File: src/rtl/div_prog.sv
// ---------------------------------------------------------------------------
// div_prog -- programmable clock divider with glitch-free reload
//
// Divides clk by a runtime-programmable integer N (2..2^W-1). A new divisor
// is first parked in a pending register. It only takes over at the end of the
// current output period, so no period is ever shortened or stretched.
//
// Parameters
//   W            width of the divisor and of the period counter
//   DIV_DEFAULT  divisor in force after reset (2..2^W-1)
//
// Ports
//   clk       system clock; all state updates on its rising edge
//             (plus one falling-edge register in the 50% odd-duty build)
//   rst       asynchronous, active-high reset
//   div_val   requested divisor N
//   div_load  one-cycle strobe qualifying div_val
//   div_err   one-cycle pulse when a load is rejected (div_val < 2)
//   pend      a divisor has been accepted but is not yet active
//   clk_out   divided clock
//   tick      one-clk pulse in the first cycle of every output period
//
// Build option
//   ODD_DUTY50_EN  when defined, odd divisors produce a 50% duty clk_out by
//                  ANDing the rising-edge phase with a copy of itself
//                  delayed by half a clk period on the falling edge. When
//                  undefined, no falling-edge logic exists, and odd N gives
//                  floor(N/2) cycles high and ceil(N/2) cycles low.
// ---------------------------------------------------------------------------
module div_prog #(
    parameter int W           = 8,
    parameter int DIV_DEFAULT = 4
) (
    input  logic         clk,
    input  logic         rst,
    input  logic [W-1:0] div_val,
    input  logic         div_load,
    output logic         div_err,
    output logic         pend,
    output logic         clk_out,
    output logic         tick
);

    localparam logic [W-1:0] DivReset = W'(DIV_DEFAULT);
    localparam logic [W-1:0] DivMin   = W'(2);

    logic [W-1:0] cnt_q, cnt_d;
    logic [W-1:0] n_q, n_d;
    logic [W-1:0] pendVal_q, pendVal_d;
    logic         pend_q, pend_d;
    logic         run_q;
    logic         pos_q, pos_d;
    logic         tick_q, tick_d;
    logic         err_q, err_d;

    logic         loadOk;
    logic         wrap;
    logic [W:0]   hiLimit;

    // Next-state logic. run_q is low only until the first edge after reset.
    // That edge restarts the period at cnt=0 without advancing the counter.
    // The divisor only changes on the wrap edge, so the period in progress
    // always completes with the divisor it started with. A load that lands on
    // the wrap edge is parked for the following wrap. The wrap itself still
    // transfers whatever was pending before that edge.
    always_comb begin
        loadOk    = div_load && (div_val >= DivMin);
        wrap      = run_q && (cnt_q == n_q - W'(1));
        n_d       = n_q;
        pendVal_d = pendVal_q;
        pend_d    = pend_q;
        if (wrap && pend_q) begin
            n_d    = pendVal_q;
            pend_d = 1'b0;
        end
        if (loadOk) begin
            pendVal_d = div_val;
            pend_d    = 1'b1;
        end

        if (!run_q || wrap) begin
            cnt_d = '0;
        end else begin
            cnt_d = cnt_q + W'(1);
        end

        // The high-phase limit is computed one bit wider, so N = 2^W-1
        // cannot overflow when rounding up.
`ifdef ODD_DUTY50_EN
        hiLimit = ({1'b0, n_d} + (W+1)'(1)) >> 1;
`else
        hiLimit = {1'b0, n_d} >> 1;
`endif
        // Outputs are decoded from the next count and registered alongside
        // it, so tick and clk_out line up exactly with cnt_q.
        pos_d  = ({1'b0, cnt_d} < hiLimit);
        tick_d = (cnt_d == '0);
        err_d  = div_load && !loadOk;
    end

    // Main rising-edge state. Reset discards any pending divisor.
    always_ff @(posedge clk or posedge rst) begin
        if (rst) begin
            cnt_q     <= '0;
            n_q       <= DivReset;
            pendVal_q <= DivReset;
            pend_q    <= 1'b0;
            run_q     <= 1'b0;
            pos_q     <= 1'b0;
            tick_q    <= 1'b0;
            err_q     <= 1'b0;
        end else begin
            cnt_q     <= cnt_d;
            n_q       <= n_d;
            pendVal_q <= pendVal_d;
            pend_q    <= pend_d;
            run_q     <= 1'b1;
            pos_q     <= pos_d;
            tick_q    <= tick_d;
            err_q     <= err_d;
        end
    end

`ifdef ODD_DUTY50_EN
    logic [W-1:0] nextN;
    logic         neg_q;
    logic         oddSel_q;

    assign nextN = pend_q ? pendVal_q : n_q;

    // Falling-edge copy of pos_q, used to trim half a cycle off odd periods.
    // The odd/even select is refreshed on the falling edge of the last cycle
    // of a period. At that point pos_q and neg_q are both low, so the select
    // changes while the output is held at 0 and can never glitch. Loads that
    // land on the wrap edge do not affect the upcoming period, so nextN is
    // already final here.
    always_ff @(negedge clk or posedge rst) begin
        if (rst) begin
            neg_q    <= 1'b0;
            oddSel_q <= DivReset[0];
        end else begin
            neg_q <= pos_q;
            if (wrap) begin
                oddSel_q <= nextN[0];
            end
        end
    end

    assign clk_out = oddSel_q ? (pos_q & neg_q) : pos_q;
`else
    assign clk_out = pos_q;
`endif

    assign tick    = tick_q;
    assign pend    = pend_q;
    assign div_err = err_q;

endmodule

File: config.mk
export PLATFORM = sky130hd
export DESIGN_NAME = div_prog
export DESIGN_NICKNAME = d
export VERILOG_FILES = /design/src/rtl/div_prog.sv
export SDC_FILE = /design/constraint.sdc
export NUM_CORES = 1
export LEC_CHECK = 0
export ABC_AREA = 1
export ABC_CLOCK_PERIOD_IN_PS = 5400
export CAP_MARGIN = 15
export CORE_MARGIN = 2
export CORE_UTILIZATION = 25
export DETAILED_ROUTE_END_ITERATION = 8
export PLACE_DENSITY = 0.46
export SLEW_MARGIN = 30
export SYNTH_ARGS = -nofsm -noshare
export SYNTH_HDL_FRONTEND = slang
export SYNTH_SLANG_ARGS = --single-unit
File: constraint.sdc
create_clock -name clk -period 5.4 [get_ports clk]
set_input_delay 1.62 -clock clk [delete_from_list [all_inputs] [get_ports clk]]
set_output_delay 1.62 -clock clk [all_outputs]
set_load 0.02 [all_outputs]
-- Word level (Yosys, flattened, before mapping)
Cells that the tools add are included.
- logic and storage cells: 27
- output and inout port bits: 4
- bits in registers: 29
- input port bits: 11
- reductions and logical operators: 9
- mux-type cells: 4
- order comparisons: 2
- $add $sub $neg: 2
- equality and inequality tests: 1
- operators by type and width (operator ; count):
    $mux W8 ; 2
    $add A8 B1 Y8 const B ; 1
    $eq A8 B8 Y1 ; 1
    $ge A8 B2 Y1 const B ; 1
    $logic_not A8 Y1 ; 1
    $lt A8 B7 Y1 ; 1
    $sub A8 B1 Y8 const B ; 1
    $logic_and A1 B1 Y1 ; 4
    $logic_not A1 Y1 ; 2
    $mux W1 ; 2
    $reduce_bool A2 Y1 ; 1
    $logic_or A1 B1 Y1 ; 1

-- Logic depth before layout (Yosys ltp)
Gate-level depths: netlist (run 1).
- word-level depth: 6
- mapped depth: 20
- gate-level depth less buffers: 20

-- Worst setup path before layout (run 1)
OpenSTA, ideal clock, no wires.
- kind: input to register
- start point: input div_val[4]
- end point: register pendVal_q[1]
- arrival: 2.493 ns
- buffers on the path: 1
- data required time: 5.267 ns
- cell stages on the path: 5
- setup slack: 2.774 ns
- library setup time: 0.133 ns
- cells stage by stage: nor4_1 nand4_1 nand2_1 clkbuf_1 o21ai_0
- word-level cells in the longest chain between the ends: 2
- RTL lines (element ; RTL line ; text):
    from (decl) ; 36 ; input logic [W-1:0] div_val,
    $ge A8 B2 Y1 ; 67 ; loadOk = div_load && (div_val >= DivMin);
    $logic_and A1 B1 Y1 ; 67 ;
    to (signal assigned) ; 106 ; pendVal_q <= DivReset;
    to (signal assigned) ; 115 ; pendVal_q <= pendVal_d;
    to (decl) ; 49 ; logic [W-1:0] pendVal_q, pendVal_d;
Every way passes these cells.
A chain may end at the register's enable or synchronous reset.

-- Final worst setup path (run 1)
- start point: input div_val[4]
- end point: register pendVal_q[0]
Same word-level chain as after synthesis.

==> out/metrics.csv, run 1 <==
metric;value;unit
status;finished, final reports clean;
setup_viol;0;
cts-root-buf;clkbuf_8;
cts_sinks;29;
netlist.area_leader.share;0.377;
synthTopCellsByArea;dfrtp_1 (38%), nand2_1 (14%), inv_1 (6.9%);
swShare;0.236;
grt_max_degree;30;
fill_cells;752;
place_ws;2.06;ns
ys.warnings.count;0;
critPathRequiredTime;5.56;ns
core_area;6870;µm²
vias;1433;
rsz0062_at_grt;false;
seq_area;728;µm²
crit_family;simple AND/OR/NAND/NOR gates;
netlist_area;1790;µm²
cp_cell_sequence;clkdlybuf4s50_1 -> nor4_1 -> nand4_1 -> nand2_1 -> mux2_2;
grt_pass1_wl;6.52;mm
drt-total-wl;3.66;mm
post-cts-setup-buffer-count;0;
dp_hpwl;2.99;mm
gr-usage-all-layers;0.109;
rr_worst_depth;20;
cts_hold_buffers;0;
synth_flop_cell;dfrtp_1;
clockPowerShare;0.391;
die-area;7850;µm²
drt_iter0_drc;29;
hold_end;pendVal_q[6];
crit_arrival;3.21;ns
ff2ff_setup_slack;2.53;ns
p_int;0.353;mW
io_pins;15;
clock_path_buffers;2;
die_y;88.6;µm
grt.met1_usage;0.146;
powerDensity;216;nW/µm²
cp_slowest_cell;clkdlybuf4s50_1;
worstHoldStart;pendVal_q[6];
finalSetupTns;0;ns
irDropWorstVdd;111;µV
use_met2;0.176;
layout_min_cycle_time;3.06;ns
p_leak;1.06;nW
async_reset_ff_frac;1.00;
avgSynthCellArea;7.68;µm²
syn2layout_area_growth;19.8;%
port_buffers;14;
drive_above_1_share;0.137;
design_area;2140;µm²
multi_input_area;911;µm²
routed_via_density;4.08;
syn_inst;233;
post-route-util;0.312;
post_cts_resized;0;
start_util;0.261;
yosys.area.top_type;dfrtp_1;
power_frac_seq;0.506;
gp_congestion;0.743;
use_met3;0.0224;
placed_cell_area;2050;µm²
die_w;88.6;µm
diodes;0;
clkLatencyLatePin;0.28;ns
overflow;0;
layout_setup_ws;2.34;ns
busiest_layer;met2;
synth_edf_count;0;
num_rows;30;
synth_seq_cells;29;
clk_pin_slew;0.06;ns
slew_viol_final;0;
cts_tree;done;
hold_violations;0;
p_comb_frac;0.103;
fin_skew;0.00526;ns
drc;0;
htreeDepth;2;
r2r-start;n_q[0];
end_kind;register;
hp-class;register to register;
drv_cap;0;
syn_nets;252;
cts_inserted_buffers;5;
power_switching;0.109;mW
max_stage_delay;0.42;ns
synth.distinct_cells;34;
start_kind;primary input;
cp.buffers_inverters;1;
timing.final.crit_share;0.566;
wl_per_cell;10.4;µm
fmax;327;MHz
firstDrtPassIters;4;
reg2reg_to;clk_out;
grt_pass1_vias;1414;
antenna_found_initial;0;
crit_fanout;14;
ys_seq_area_frac;0.407;
drtAntennaViolNets;0;
crit_type;primary input to register;
fin_nets;273;
hold_path_depth;2;
-- tightest hold or removal path, stage by stage, from the launching register on --
cell and delay [ns]:
dfrtp_1 0.35, nand2_1 0.05, nand2_1 0.05
-- power by group through the flow --
stage	combinational, mW	clock [mW]	sequential, mW
6_report	0.0475	0.181	0.234
5_1_grt	0.0557	0.197	0.235
4_1_cts	0.0491	0.186	0.234
3_5_place_dp	0.0490	0	0.238
3_3_place_gp	0.0488	0	0.238
2_1_floorplan	0.0263	0	0.240
-- placed cells by master, fill, tap and decap left out --
master and n:
a21oi_1 5, a21oi_2 1, a22oi_2 1, a41oi_1 1, and2_1 1, and3_1 1, buf_4 1, clkbuf_1 2
clkbuf_8 6, clkdlybuf4s50_1 14, clkinv_2 1, conb_1 1, dfrtp_1 27, dfstp_2 2, ha_1 8, inv_1 33
inv_2 5, mux2_2 2, nand2_1 67, nand2_2 4, nand2_4 1, nand3_1 16, nand3_2 1, nand3_4 1
nand3b_1 1, nand4_1 3, nor2_1 24, nor2_2 4, nor3_4 2, nor3b_1 1, nor4_1 1, nor4_2 1
o21ai_0 4, o21ai_1 1, o21ai_2 2, xnor2_1 4, xor2_1 5
-- layout make-up --
class	instances	area share
clock buffer	8	0.0420
tap	96	0.0560
timing repair buffer	15	0.0688
multi-input combinational	164	0.425
inverter	39	0.0688
sequential	29	0.340
-- layer usage --
layer | wire length [µm] | up-vias | share of wire
li1 | - | 768 | -
met4 | 55 | 0 | 0.015
met1 | 1860 | 640 | 0.51
met2 | 1650 | 19 | 0.45
met3 | 94 | 6 | 0.026
met5 | 0 | - | 0
-- stage by stage --
step / hold WS, ns / instances / power (mW)
after CTS: 0.485 / 351 / 0.470
final: 0.479 / 351 / 0.463
after global routing: 0.517 / 351 / 0.489
after global placement: 0.473 / 343 / 0.287
after floorplan: 0.442 / 233 / 0.266
after detailed placement: 0.469 / 343 / 0.287
-- sequential cells by signal, indices dropped and copies added, names as in the netlist --
signal and flops:
n_q 8, pend 1, div_err 1, run_q 1, clk_out 1, pendVal_q 8
cnt_q 8, tick 1
-- kinds of logic after synthesis --
logic type	share of synthesized area
other cells	0.00209
xor+xnor	0.0440
flops	0.407
simple gates	0.340
buf+inv	0.0846
mux	0.0126
compound gates	0.0545
fa+ha+maj	0.0559
-- cells in the mapped netlist (all sizes together) (3+ instances only) --
cell and number:
nand2 72, inv 38, nor2 28, dfrtp 27
nand3 18, ha 8, o21ai 7, a21oi 6
xor2 5, xnor2 4, nand4 3
-- worst max-delay path by stage --
| stage | slack, ns | depth (start not counted) | endpoint | start |
|---|---|---|---|---|
| final | 2.34 | 5 | pendVal_q[0] | div_val[4] |
| after floorplan | 2.77 | 5 | pendVal_q[1] | div_val[4] |
| after detailed placement | 2.06 | 5 | pendVal_q[7] | div_val[4] |
| after global routing | 2.17 | 20 | clk_out | n_q[0] |
| after global placement | 2.10 | 5 | pendVal_q[7] | div_val[4] |
| after CTS | 2.34 | 5 | pendVal_q[0] | div_val[4] |
Power figures use the tool's default switching activity.
==> run 2, diff against run 1 <==
- ABC_CLOCK_PERIOD_IN_PS: 5400 -> 2790
- PLACE_DENSITY: 0.46 -> 0.47
- clock period: 5.4 -> 2.79 ns (I/O delays scaled with it)
==> run 2 against run 1 <==
Wire length is 7.1% higher. Count of clock-buffer cells in the layout is 3 lower. Worst hold slack worse by 0.0049 ns. Utilization is 3.1 points higher. Cell count is 3.4% higher. Critical path depth is 13 higher. Clock skew is 0.0025 ns higher. Combinational power is 100% higher. Power is 90% higher. Largest power group unchanged.
==> out/metrics.csv, run 2 (synthesis results as in run 1) <==
metric;value;unit;change
cts-root-buf;clkbuf_8;;unchanged
fmax;379;MHz;
start_util;0.261;;unchanged
slew_viol_final;0;;unchanged
grt_pass1_vias;1406;;was 1414
num_rows;30;;unchanged
clkLatencyLatePin;0.28;ns;about the same
final_common_cell;nand2_1;;unchanged
core_area;6870;µm²;unchanged
htreeDepth;2;;unchanged
whs;0.474;ns;was 0.479 ns
r2r-start;n_q[2];;was n_q[0]
cts_sinks;29;;unchanged
cts_hold_buffers;0;;unchanged
crit_fanout;6;;was 14
fill_cells;741;;was 752
diodes;0;;unchanged
clk_pin_slew;0.07;ns;was 0.06 ns
cp_slowest_cell;dfstp_2;;was clkdlybuf4s50_1
die_y;88.6;µm;unchanged
drtAntennaViolNets;0;;unchanged
ff2ff_setup_slack;0.15;ns;was 2.53 ns
hp-class;register to register;;unchanged
drive_above_1_share;0.266;;was 0.137
die_w;88.6;µm;unchanged
critPathRequiredTime;2.97;ns;was 5.56 ns
hold_end;pendVal_q[6];;unchanged
port_buffers;14;;unchanged
placed_cell_area;2080;µm²;was 2050 µm²
cts_inserted_buffers;5;;unchanged
cp_cell_sequence;nor2_4 -> nand2_2 -> nand2_1 -> nand3_2 -> nand2_2 -> nor3_4 -> nand3_4 -> nor3_4 -> inv_2 -> buf_4 -> o21ai_4 -> inv_2 -> ha_4 -> nand2_1 -> inv_1 -> nand2_1 -> nand2_1 -> a21oi_2;;was clkdlybuf4s50_1 -> nor4_1 -> nand4_1 -> nand2_1 -> mux2_2
cts_tree;done;;unchanged
max_stage_delay;0.61;ns;was 0.42 ns
timing.final.crit_share;0.945;;
firstDrtPassIters;4;;unchanged
grt_pass1_wl;6.49;mm;was 6.52 mm
vias;1497;;was 1433
drc;0;;unchanged
p_leak;1.13;nW;was 1.06 nW
crit_type;register to register;;was primary input to register
drt-total-wl;3.92;mm;was 3.66 mm
gr-usage-all-layers;0.109;;about the same
rsz0062_at_grt;true;;was false
drv_cap;0;;unchanged
syn2layout_area_growth;31.5;%;was 19.8%
hold_path_depth;2;;unchanged
irDropWorstVdd;232;µV;was 111 µV
design_area;2350;µm²;was 2140 µm²
hold_violations;0;;unchanged
dp_hpwl;3.08;mm;was 2.99 mm
layout_min_cycle_time;2.64;ns;
die-area;7850;µm²;unchanged
status;finished, final reports clean;;unchanged
finalPower;0.881;mW;was 0.463 mW
powerDensity;374;nW/µm²;was 216 nW/µm²
fin_nets;285;;was 273
end_kind;register;;unchanged
worstHoldStart;pendVal_q[6];;unchanged
reg2reg_to;clk_out;;unchanged
antenna_found_initial;0;;unchanged
fin_skew;0.00772;ns;was 0.00526 ns
rr_worst_depth;18;;was 20
cpMostUsedCell;nand2_1;;
wl_per_cell;10.8;µm;was 10.4 µm
routed_via_density;4.12;;was 4.08
start_kind;register;;was primary input
io_pins;15;;unchanged
grt_max_degree;30;;unchanged
overflow;0;;unchanged
mostFrequentLayoutCells;nand2_1 (62), inv_1 (28), dfrtp_1 (27), nor2_1 (22), clkdlybuf4s50_1 (14);;was nand2_1 (67), inv_1 (33), dfrtp_1 (27), nor2_1 (24), nand3_1 (16)
reg_top3;cnt_q (8), n_q (8), pendVal_q (8);;unchanged
gp_congestion;0.825;;was 0.743
setup_viol;0;;unchanged
clock_path_buffers;2;;unchanged
drt_iter0_drc;40;;was 29
crit_arrival;2.81;ns;was 3.21 ns
[run 2: through the flow]
stage	setup TNS (ns)	util	instances	setup slack [ns]
finish	0	0.343	363	0.153
detailed placement	0	0.302	346	0.0840
global route	-0.0769	0.343	363	-0.0769
CTS	0	0.315	354	0.0745
global placement	0	0.302	346	0.129
floorplan	0	-	233	0.269
[run 2: timing repair]
item                       4_1_cts  5_1_grt
setup endpoints to repair        0        1
buffers inserted                 0        9
gates resized for setup          0       28
[run 2: where the power goes]
group | internal (mW) | switching, mW | total (mW)
registers | 0.441 | 0.0130 | 0.454
logic | 0.0437 | 0.0516 | 0.0953
clock network | 0.172 | 0.160 | 0.331
total | 0.656 | 0.225 | 0.881
[run 2: worst max-delay path, delay by kind of cell, from the launching register on]
family	cells	cell delay, ns
AOI/OAI and AO/OA	2	0.18
adders and majority gates	1	0.27
buffers and inverters	4	0.37
DFF	1	0.61
and+or+nand+nor	11	1.12
[run 2: how the worst max path moves through the flow]
stage | slack [ns] | end | cells after the start | start
2_1_floorplan | 0.27 | clk_out | 20 | n_q[0]
3_3_place_gp | 0.13 | clk_out | 20 | n_q[0]
3_5_place_dp | 0.08 | clk_out | 20 | n_q[1]
4_1_cts | 0.07 | clk_out | 20 | n_q[1]
5_1_grt | -0.08 | clk_out | 19 | n_q[0]
6_report | 0.15 | clk_out | 18 | n_q[2]
[run 2: routing by layer]
metal / vias up / wire length (µm) / track usage
li1: 797 / - / -
met1: 676 / 1840 / 0.142
met2: 18 / 1940 / 0.179
met3: 6 / 92 / 0.0224
met4: 0 / 45 / 0.0372
met5: - / 0 / 0
[run 2: layout make-up]
type | count | area [µm²] | area share
repair buffers | 27 | 241 | 0.103
well taps | 96 | 120 | 0.0510
multi-input cells | 164 | 1030 | 0.438
flip-flops and latches | 29 | 728 | 0.309
clock inverters | 3 | 17.5 | 0.00744
inverters | 39 | 148 | 0.0627
clock buffers | 5 | 68.8 | 0.0292
==> run 3, diff against run 2 <==
- ABC_CLOCK_PERIOD_IN_PS: 2790 -> 3190
- CTS_BUF_LIST: default -> sky130_fd_sc_hd__clkbuf_2 sky130_fd_sc_hd__clkbuf_4 sky130_fd_sc_hd__clkbuf_8
- clock period: 2.79 -> 3.19 ns (I/O delays scaled with it)
==> run 3 against run 2 <==
Count of clock-buffer cells in the layout up 2. First-iteration DRC count up 60%. Critical endpoint unchanged. Critical path type unchanged. Largest cell class unchanged. Clock skew is 0.0016 ns lower. Highest routed layer unchanged.
==> out/metrics.csv, run 3 (synthesis results as in run 1) <==
metric;value;unit;change
post-route-util;0.316;;was 0.343
start_kind;register;;unchanged
setup_viol;0;;unchanged
cts_inserted_buffers;5;;unchanged
grt_max_degree;30;;unchanged
diodes;0;;unchanged
p_leak;1.08;nW;was 1.13 nW
crit_type;register to register;;unchanged
hp-class;register to register;;unchanged
start_util;0.261;;unchanged
drive_above_1_share;0.152;;was 0.266
die_w;88.6;µm;unchanged
drt_iter0_drc;64;;was 40
worstHoldStart;pendVal_q[6];;unchanged
cts_tree;done;;unchanged
drt-total-wl;3.74;mm;was 3.92 mm
die-area;7850;µm²;unchanged
rsz0062_at_grt;false;;was true
clkLatencyLatePin;0.28;ns;about the same
dp.cells;345;;was 346
htreeDepth;2;;unchanged
grt_pass1_wl;6.58;mm;was 6.49 mm
finalSetupTns;0;ns;unchanged
timing.final.crit_share;0.885;;was 0.945
grt_pass1_vias;1398;;was 1406
r2r-start;n_q[0];;was n_q[2]
cts_hold_buffers;0;;unchanged
cts-root-buf;clkbuf_8;;unchanged
die_y;88.6;µm;unchanged
critPathRequiredTime;3.41;ns;was 2.97 ns
gr-usage-all-layers;0.112;;was 0.109
crit_fanout;8;;was 6
firstDrtPassIters;4;;unchanged
fin_skew;0.00614;ns;was 0.00772 ns
port_buffers;14;;unchanged
overflow;0;;unchanged
num_rows;30;;unchanged
routed_via_density;4.09;;was 4.12
reg_top3;cnt_q (8), n_q (8), pendVal_q (8);;unchanged
hold_violations;0;;unchanged
fin_nets;275;;was 285
post_cts_resized;0;;unchanged
clk_pin_slew;0.06;ns;was 0.07 ns
powerDensity;373;nW/µm²;was 374 nW/µm²
cts_sinks;29;;unchanged
hold_path_depth;2;;unchanged
core_area;6870;µm²;unchanged
hold_end;pendVal_q[6];;unchanged
post-cts-setup-buffer-count;0;;unchanged
layout_min_cycle_time;2.82;ns;was 2.64 ns
fmax;354;MHz;was 379 MHz
vias;1443;;was 1497
crit_arrival;3.04;ns;was 2.81 ns
layout.cells.non_filler;353;;was 363
status;finished, final reports clean;;unchanged
layout_setup_ws;0.368;ns;was 0.153 ns
gp_congestion;0.818;;was 0.825
io_pins;15;;unchanged
rr_worst_depth;20;;was 18
final_common_cell;nand2_1;;unchanged
reg2reg_to;clk_out;;unchanged
irDropWorstVdd;215;µV;was 232 µV
drv_cap;0;;unchanged
end_kind;register;;unchanged
finalPower;0.809;mW;was 0.881 mW
slew_viol_final;0;;unchanged
antenna_found_initial;0;;unchanged
drtAntennaViolNets;0;;unchanged
syn2layout_area_growth;21.2;%;was 31.5%
clock_path_buffers;2;;unchanged
mostFrequentLayoutCells;nand2_1 (67), inv_1 (33), dfrtp_1 (27), nor2_1 (24), nand3_1 (16);;was nand2_1 (62), inv_1 (28), dfrtp_1 (27), nor2_1 (22), clkdlybuf4s50_1 (14)
ff2ff_setup_slack;0.37;ns;was 0.15 ns
place_ws;0.351;ns;was 0.0840 ns
drc;0;;unchanged
wl_per_cell;10.6;µm;was 10.8 µm
dp_hpwl;3.05;mm;was 3.08 mm
-- run 3: report_power, final --
part           internal [mW]  switching, mW  leakage [nW]  total [mW]
clock network          0.195          0.137        0.0542       0.332
registers              0.386         0.0109         0.369       0.397
logic                 0.0375         0.0434         0.653      0.0809
-- run 3: critical path: stages (launching register included) --
cell,delay (ns)
dfrtp_1,0.37
inv_1,0.18
ha_1,0.30
inv_1,0.08
nand2_1,0.07
nand3_1,0.09
nand2_2,0.09
nand2_2,0.06
nor3_4,0.20
nand3_4,0.13
nor3_4,0.21
inv_2,0.12
nand2_1,0.07
nand2_1,0.06
inv_1,0.05
ha_1,0.23
a21oi_1,0.15
nor2_1,0.05
nor2_1,0.08
nand2_1,0.07
a21oi_2,0.09
-- run 3: worst max-delay path by stage --
stage | slack, ns | from | end
6_report | 0.37 | n_q[0] | clk_out
5_1_grt | 0.06 | n_q[0] | clk_out
4_1_cts | 0.33 | n_q[0] | clk_out
3_5_place_dp | 0.35 | n_q[0] | clk_out
3_3_place_gp | 0.40 | n_q[0] | clk_out
2_1_floorplan | 0.67 | n_q[0] | clk_out
-- run 3: stage by stage --
| stage | hold WS, ns | area, µm² |
|---|---|---|
| after floorplan | 0.442 | 1790 |
| after global routing | 0.504 | 2170 |
| after CTS | 0.482 | 2170 |
| after detailed placement | 0.469 | 2070 |
| final | 0.473 | 2170 |
| after global placement | 0.463 | 2070 |
-- run 3: final cells by class --
| cell class | count | area, µm² |
|---|---|---|
| fill | 738 | 4700 |
| clock buffer | 7 | 96.3 |
| multi-input combinational | 164 | 911 |
| timing repair buffer | 17 | 163 |
| sequential | 29 | 728 |
| inverter | 39 | 148 |
| clock inverter | 1 | 5.00 |
| tap | 96 | 120 |
-- run 3: routing by layer --
| metal | part of all wire | global-route usage | wire length (µm) | vias up |
|---|---|---|---|---|
| li1 | - | - | - | 770 |
| met1 | 0.49 | 0.145 | 1850 | 645 |
| met4 | 0.023 | 0.0537 | 86 | 0 |
| met3 | 0.028 | 0.0243 | 106 | 7 |
| met2 | 0.45 | 0.176 | 1700 | 21 |
| met5 | 0 | 0 | 0 | - |
